File: config.mk
export PLATFORM = sky130hd
export DESIGN_NAME = coeff_write_controller
export DESIGN_NICKNAME = d
export VERILOG_FILES = /design/src/rtl/coeff_write_controller.sv
export SDC_FILE = /design/constraint.sdc
export NUM_CORES = 1
export LEC_CHECK = 0
export BUFFER_PORTS_ARGS = -buffer_cell sky130_fd_sc_hd__buf_2
export CAP_MARGIN = 20
export CORE_AREA = 3 3 87 89
export DETAILED_ROUTE_END_ITERATION = 16
export DIE_AREA = 0 0 90 92
export PLACE_DENSITY = 0.56
export SYNTH_ARGS = -nofsm -noshare
export SYNTH_HDL_FRONTEND = slang
export SYNTH_SLANG_ARGS = --single-unit
File: constraint.sdc
create_clock -name clk -period 2.6 [get_ports clk]
set_clock_uncertainty 0.1 [all_clocks]
set_input_delay 0.13 -clock clk [delete_from_list [all_inputs] [get_ports clk]]
set_output_delay 0.13 -clock clk [all_outputs]
set_load 0.05 [all_outputs]
File: src/rtl/coeff_write_controller.sv
// Coefficient load sequencer: frames single-band or all-band loads and turns a
// valid/ready coefficient stream into registered RAM write strobes.
module coeff_write_controller #(
    parameter int NUM_BANDS     = 8,
    parameter int TAPS_PER_BAND = 8,
    parameter int ADDR_W        = 6,
    parameter int COEFF_W       = 16
) (
    input  logic                      clk,
    input  logic                      rst,
    input  logic                      clk_enable,
    input  logic                      i_load_start,
    input  logic                      i_all_bands,
    input  logic [2:0]                i_band_sel,
    input  logic                      i_abort,
    input  logic                      i_coeff_valid,
    input  logic signed [COEFF_W-1:0] i_coeff_data,
    output logic                      o_coeff_ready,
    output logic                      o_busy,
    output logic                      o_done,
    output logic                      o_error,
    output logic                      o_write_enable,
    output logic                      o_write_done,
    output logic [ADDR_W-1:0]         o_write_address,
    output logic signed [COEFF_W-1:0] o_coeffs_in
);
    localparam int CNT_W = ADDR_W + 1;
    localparam int TOTAL = NUM_BANDS * TAPS_PER_BAND;

    typedef enum logic [1:0] {IDLE, LOAD, FLUSH, DONE} state_t;

    state_t                    state_q, state_d;
    logic [CNT_W-1:0]          idx_q, idx_d, count_q, count_d, idx_inc;
    logic [ADDR_W-1:0]         base_q, base_d, addr_q, addr_d;
    logic signed [COEFF_W-1:0] data_q, data_d;
    logic                      we_q, we_d, wdone_q, wdone_d, done_q, done_d;
    logic                      err_q, err_d, busy_q, busy_d;
    logic                      accept, band_ok;

    assign o_coeff_ready = (state_q == LOAD) & clk_enable & ~i_abort;
    assign accept        = i_coeff_valid & o_coeff_ready;
    assign band_ok       = 32'(i_band_sel) < NUM_BANDS;
    assign idx_inc       = idx_q + CNT_W'(1);

    always_comb begin
        state_d = state_q;
        idx_d   = idx_q;
        count_d = count_q;
        base_d  = base_q;
        addr_d  = addr_q;
        data_d  = data_q;
        we_d    = 1'b0;
        wdone_d = 1'b0;
        done_d  = 1'b0;
        err_d   = 1'b0;
        unique case (state_q)
            IDLE: begin
                // abort wins silently over a coincident start
                if (!i_abort && i_load_start) begin
                    if (i_all_bands) begin
                        base_d  = '0;
                        count_d = CNT_W'(TOTAL);
                        idx_d   = '0;
                        state_d = LOAD;
                    end else if (band_ok) begin
                        base_d  = ADDR_W'(32'(i_band_sel) * TAPS_PER_BAND);
                        count_d = CNT_W'(TAPS_PER_BAND);
                        idx_d   = '0;
                        state_d = LOAD;
                    end else begin
                        err_d = 1'b1;
                    end
                end
            end
            LOAD: begin
                if (i_abort) begin
                    err_d   = 1'b1;
                    state_d = IDLE;
                end else if (accept) begin
                    we_d   = 1'b1;
                    addr_d = base_q + idx_q[ADDR_W-1:0];
                    data_d = i_coeff_data;
                    idx_d  = idx_inc;
                    if (idx_inc == count_q) state_d = FLUSH;
                end
            end
            FLUSH: begin
                if (i_abort) begin
                    err_d   = 1'b1;
                    state_d = IDLE;
                end else begin
                    wdone_d = 1'b1;
                    done_d  = 1'b1;
                    state_d = DONE;
                end
            end
            DONE: state_d = IDLE;
        endcase
        busy_d = (state_d != IDLE);
    end

    always_ff @(posedge clk or negedge rst) begin
        if (!rst) begin
            state_q <= IDLE;
            idx_q   <= '0;
            count_q <= '0;
            base_q  <= '0;
            addr_q  <= '0;
            data_q  <= '0;
            we_q    <= 1'b0;
            wdone_q <= 1'b0;
            done_q  <= 1'b0;
            err_q   <= 1'b0;
            busy_q  <= 1'b0;
        end else if (clk_enable) begin
            state_q <= state_d;
            idx_q   <= idx_d;
            count_q <= count_d;
            base_q  <= base_d;
            addr_q  <= addr_d;
            data_q  <= data_d;
            we_q    <= we_d;
            wdone_q <= wdone_d;
            done_q  <= done_d;
            err_q   <= err_d;
            busy_q  <= busy_d;
        end
    end

    assign o_busy          = busy_q;
    assign o_done          = done_q;
    assign o_error         = err_q;
    assign o_write_enable  = we_q;
    assign o_write_done    = wdone_q;
    assign o_write_address = addr_q;
    assign o_coeffs_in     = data_q;
endmodule

==> flow_summary.toml, run 1 <==
[status]
status = "finished clean"

[yosys]
synthArstFlopShare_pct = 100
synth_cell_types = 33
yosysSeqAreaShare_pct = 52.0
syn_inst = 170
ys_top_cells_by_area = "dfrtp_1 (52%), mux2_2 (13%), o21ai_0 (3.9%)"
avgSynthCellArea_um2 = 11.3
yosys_warnings = 0
ys_seq_elements = 40
synth_edf_count = 0
synth_most_common_cell = "dfrtp_1"
yosys_most_used_dff = "dfrtp_1"
synth_top_cell_by_area = "dfrtp_1"
synth_nets = 202
synth_top_area_share_pct = 52.0
synth.cells.most_frequent = "dfrtp_1 (40), mux2_2 (22), nand2_1 (17)"
syn_area_um2 = 1920

[sta]
rsz0062_at_grt = "no"
finalCritPeriodShare_pct = 84.2
tns_ns = 0
slew_viol_final = 0
fin_ws_ns = 0.410
fmax_mhz = 457
setup_viol = 0
finalCriticalPeriod_ns = 2.19
fin_hold_ws_ns = 0.0429
hold_violations = 0
max_slew_margin_pct = 40.8
tightest_slew_ns = 0.888

[worst_setup_path]
crit_required_ns = 2.68
worst-path-max-fanout = 25
max_stage_delay_ns = 0.41
crit_path_start_kind = "register"
critPathArrivalTime_ns = 2.27
crit_type = "register to register"
critPathSlowestCell = "dfrtp_1"
cp_cell_sequence = "inv_1 > ha_1 > and3b_1 > nand2_2 > mux2_2"
end_kind = "register"

[run]
maxCapViolations = 0

[drt]
wire_per_inst_um = 11.6
routed_wl_mm = 3.93
drtIter0Drc = 70
drcViolationCount = 0
postRouteAntennaNets = 0
vias_per_cell = 4.25
first_pass_iters = 4
via_count = 1437

[floorplan]
ioPinCount = 54
die_area_um2 = 8280
die_x_um = 90
die_h_um = 92
core_area_um2 = 6830
rows = 30
initial_utilization_pct = 28.2

[placed_design]
numPortBuffers = 53
gp_congestion = 0.805
hpwlAfterDp_mm = 2.75
dp_slack_ns = 0.408
dp.cells = 310

[clocking]
clock_latency_ns = 0.29
numCtsBuffers = 5
cts_tree = "yes"
clock-root-buffer = "clkbuf_8"
post-cts-setup-buffers = 0
clock_sinks = 40
clk_path_buf_depth = 2
cts_max_level = 2
cts.clk_slew.worst_paths_ns = 0.08

[hold_path]
hold_path.class = "input port to register"

[power]
p_leak_nw = 1.22
power_density_nw_per_um2 = 1180
ir_worst_vdd_uv = 423

[final_layout]
antennaDiodeCount = 0
finalNetCount = 274
utilization_pct = 37.9
area_growth_pct = 34.5
drive_above_1_share_pct = 35.5
instances_no_fill = 338

[grt]
antenna_found_initial = 0
grt_overflow_total = 0
grt_max_degree = 41
grtUsageTotal_pct = 9.98
grt_pass1_vias = 1432
grt_pass1_wl_mm = 6.75
-- layout make-up --
type / instances / area (um^2)
Clock buffer: 5 / 68.8
Clock inverter: 2 / 60.1
Fill cell: 699 / 4240
Inverter: 10 / 37.5
Multi-Input combinational cell: 111 / 825
Sequential cell: 40 / 1000
Tap cell: 96 / 120
Timing Repair Buffer: 74 / 475
-- logic make-up (layout without fill, tap and decap cells) --
logic type / Yosys count / count (layout) / share of synthesized area, %
xor gates and xnor gates: 8 / 8 / 3.64
and+or+nand+nor: 47 / 47 / 12.4
adders and majority gates: 6 / 6 / 4.29
DFF: 40 / 40 / 52.0
buffers and inverters: 19 / 91 / 5.07
AOI/OAI and AO/OA: 25 / 25 / 8.07
muxes: 25 / 25 / 14.4
-- worst paths after layout --
path	depth (start not counted)	slack, ns	end	from
max	5	0.41	o_coeffs_in[2]	state_q[1]
min	3	0.04	o_error	i_abort
max reg2reg	5	0.41	o_coeffs_in[2]	state_q[1]
min reg2reg	2	0.38	o_write_address[4]	o_write_address[4]
max in group asynchronous	2	1.44	idx_q[5]	rst
min in group asynchronous	2	0.40	o_coeffs_in[11]	rst
-- critical path, delay by kind of cell, from the launching register on --
| family | cells | cell delay (ns) |
|---|---|---|
| adders and majority gates | 1 | 0.35 |
| buffers and inverters | 1 | 0.12 |
| and+or+nand+nor | 2 | 0.69 |
| muxes | 1 | 0.40 |
| DFF | 1 | 0.41 |
-- layout by cell type, fill, tap and decap left out, types with 2 or more instances in the layout --
cell / n
nand2b_1: 6
nor3_1: 4
nand2_1: 17
dlygate4sd3_1: 21
o21ai_0: 15
ha_1: 5
dfrtp_1: 40
a21oi_1: 3
nand4_1: 2
clkbuf_8: 5
bufinv_16: 2
xnor2_1: 7
inv_1: 10
mux2i_1: 3
nor2_1: 6
mux2_2: 22
buf_2: 53
nand3_1: 4
-- metrics by stage --
| step | cell area [um^2] | power (W) |
|---|---|---|
| after floorplan | 1920 | 0.00215 |
| after global placement | 2250 | 0.00246 |
| after detailed placement | 2250 | 0.00247 |
| after CTS | 2590 | 0.00310 |
| after global routing | 2590 | 0.00325 |
| final | 2590 | 0.00306 |
-- state kept, by name, indices dropped and copies added, names as in the netlist --
name,cells
base_q,3
o_done,1
o_error,1
idx_q,7
o_write_address,6
o_busy,1
o_write_enable,1
o_coeffs_in,16
state_q,2
count_q,2
-- power by group --
part           leakage, nW  internal [W]  switching (W)
clock               0.0642      0.000378       0.000213
combinational        0.647      0.000444        0.00100
sequential           0.509      0.000869       0.000156
total                 1.22       0.00169        0.00137
-- timing repair --
action,4_1_cts,5_1_grt
endpoints found under the setup margin,0,0
endpoints found under the hold margin,60,0
hold buffers,21,0
gates resized for setup,0,0
-- metal layers --
metal  vias up  global-route usage [%]  share of wire (%)
li1        719                       -                  -
met1       674                    13.3                 48
met2        40                    15.6                 46
met3         4                    3.28                4.7
met4         0                    2.68                1.1
met5         -                       0                  0
Power figures use the tool's default switching activity.
==> run 2: changes to the inputs <==
==> constraint.sdc (replaced) <==
create_clock -name clk -period 2.25 [get_ports clk]
set_clock_uncertainty 0.1 [all_clocks]
set_input_delay 0.1125 -clock clk [delete_from_list [all_inputs] [get_ports clk]]
set_output_delay 0.1125 -clock clk [all_outputs]
set_load 0.05 [all_outputs]
==> run 2 against run 1 <==
Compared with the run above: critical path depth grew 3; routed wire length shrank 1.1%; sequential power grew 15%; final area grew 0.19%; combinational power grew 17%; critical path type unchanged.
==> flow_summary.toml, run 2 (synthesis gave the netlist of run 1 again) <==
[floorplan]
core_area_um2 = 6830
die_h_um = 92
rows = 30
ioPinCount = 54
die_area_um2 = 8280
die_x_um = 90
initial_utilization_pct = 28.2

[sta]
tns_ns = 0
fmax_mhz = 507
finalCritPeriodShare_pct = 87.7
fin_ws_ns = 0.278
tightest_slew_ns = 0.876
rsz0062_at_grt = "no"
setup_viol = 0
finalCriticalPeriod_ns = 1.97
slew_viol_final = 0
hold_violations = 0
max_slew_margin_pct = 41.6

[power]
power_density_nw_per_um2 = 1330
p_leak_nw = 1.22
ir_worst_vdd_uv = 613
finalPower_w = 0.00346

[clocking]
post-cts-setup-buffers = 0
clk_path_buf_depth = 2
cts_resized = 0
cts_tree = "yes"
clock-root-buffer = "clkbuf_8"
clock_sinks = 40
cts_max_level = 2
cts.clk_slew.worst_paths_ns = 0.08
clock_latency_ns = 0.29
numCtsBuffers = 5

[placed_design]
numPortBuffers = 53
gp_congestion = 0.780
dp_slack_ns = 0.301
hpwlAfterDp_mm = 2.72

[drt]
drcViolationCount = 0
routed_wl_mm = 3.88
via_count = 1449
vias_per_cell = 4.24
postRouteAntennaNets = 0
first_pass_iters = 3
wire_per_inst_um = 11.3
drtIter0Drc = 44

[final_layout]
utilization_pct = 37.9
finalNetCount = 277
drive_above_1_share_pct = 36.6
largest_reg_flops = 16
antennaDiodeCount = 0
mostFrequentLayoutCell = "buf_2"
area_growth_pct = 34.8
final_cell_mix = "buf_2 (53), dfrtp_1 (40), mux2_2 (22), dlygate4sd3_1 (21), nand2_1 (17)"

[grt]
grt_max_degree = 41
grt_overflow_total = 0
grt_pass1_vias = 1410
grtUsageTotal_pct = 10.0
antenna_found_initial = 0
grt_pass1_wl_mm = 6.78

[worst_setup_path]
crit_type = "register to register"
end_kind = "register"
worst-path-max-fanout = 14
critPathArrivalTime_ns = 2.06
crit_required_ns = 2.34
crit_path_start_kind = "register"

[status]
status = "finished clean"

[hold_path]
hold_path.class = "input port to register"

[run]
maxCapViolations = 0
-- run 2: cell types whose count changed in the layout (fill, tap and decap cells not counted), sizes merged --
cell,before,now
bufinv,2,1
clkinvlp,0,1
clkinv,0,1
buf,53,56
-- run 2: path summary, 6_finish.rpt --
kind	start	end	slack [ns]	depth (start not counted)
worst max-delay path	state_q[1]	idx_q[3]	0.28	8
worst min-delay path	i_abort	o_error	0.02	3
worst max register to register	state_q[1]	idx_q[3]	0.28	8
worst min register to register	o_write_address[5]	o_write_address[5]	0.37	2
max in group asynchronous	rst	o_coeffs_in[0]	1.13	2
min in group asynchronous	rst	state_q[0]	0.38	2
-- run 2: timing repair --
item                       CTS  global route
hold buffers                21             0
hold endpoints to repair    60             0
setup endpoints to repair    0             0
-- run 2: layout make-up --
type | instances | area [um^2]
clock buffer | 5 | 68.8
clock inverter | 3 | 42.5
fill | 718 | 4240
inverter | 10 | 37.5
multi-input combinational | 111 | 825
sequential | 40 | 1000
tap | 96 | 120
timing repair buffer | 77 | 498
-- run 2: where the power goes --
group | leakage, nW | internal [W] | switching [W]
Sequential | 0.509 | 0.00100 | 0.000176
Clock | 0.0541 | 0.000328 | 0.000253
Combinational | 0.660 | 0.000534 | 0.00116
-- run 2: critical path, stage by stage (launching register included) --
cell and delay (ns):
dfrtp_1 0.38, inv_1 0.10, ha_1 0.19, buf_4 0.17, mux2i_1 0.13, a211o_1 0.38
nor3_1 0.08, a21o_1 0.16, a22o_1 0.17
-- run 2: layer usage --
metal | global-route usage (%) | share of wire (%) | vias to the layer above
met5 | 0 | 0 | -
met4 | 3.83 | 1.3 | 0
met3 | 2.54 | 4.6 | 4
met2 | 16.1 | 47 | 31
met1 | 13.0 | 47 | 688
li1 | - | - | 726
-- run 2: per-stage QoR --
stage          area [um^2]  instances  hold slack [ns]
6_report              2590        342           0.0231
3_5_place_dp          2270        313            0.199
5_1_grt               2590        342           0.0462
2_1_floorplan         1920        170           -0.283
3_3_place_gp          2270        313            0.196
4_1_cts               2590        342           0.0185
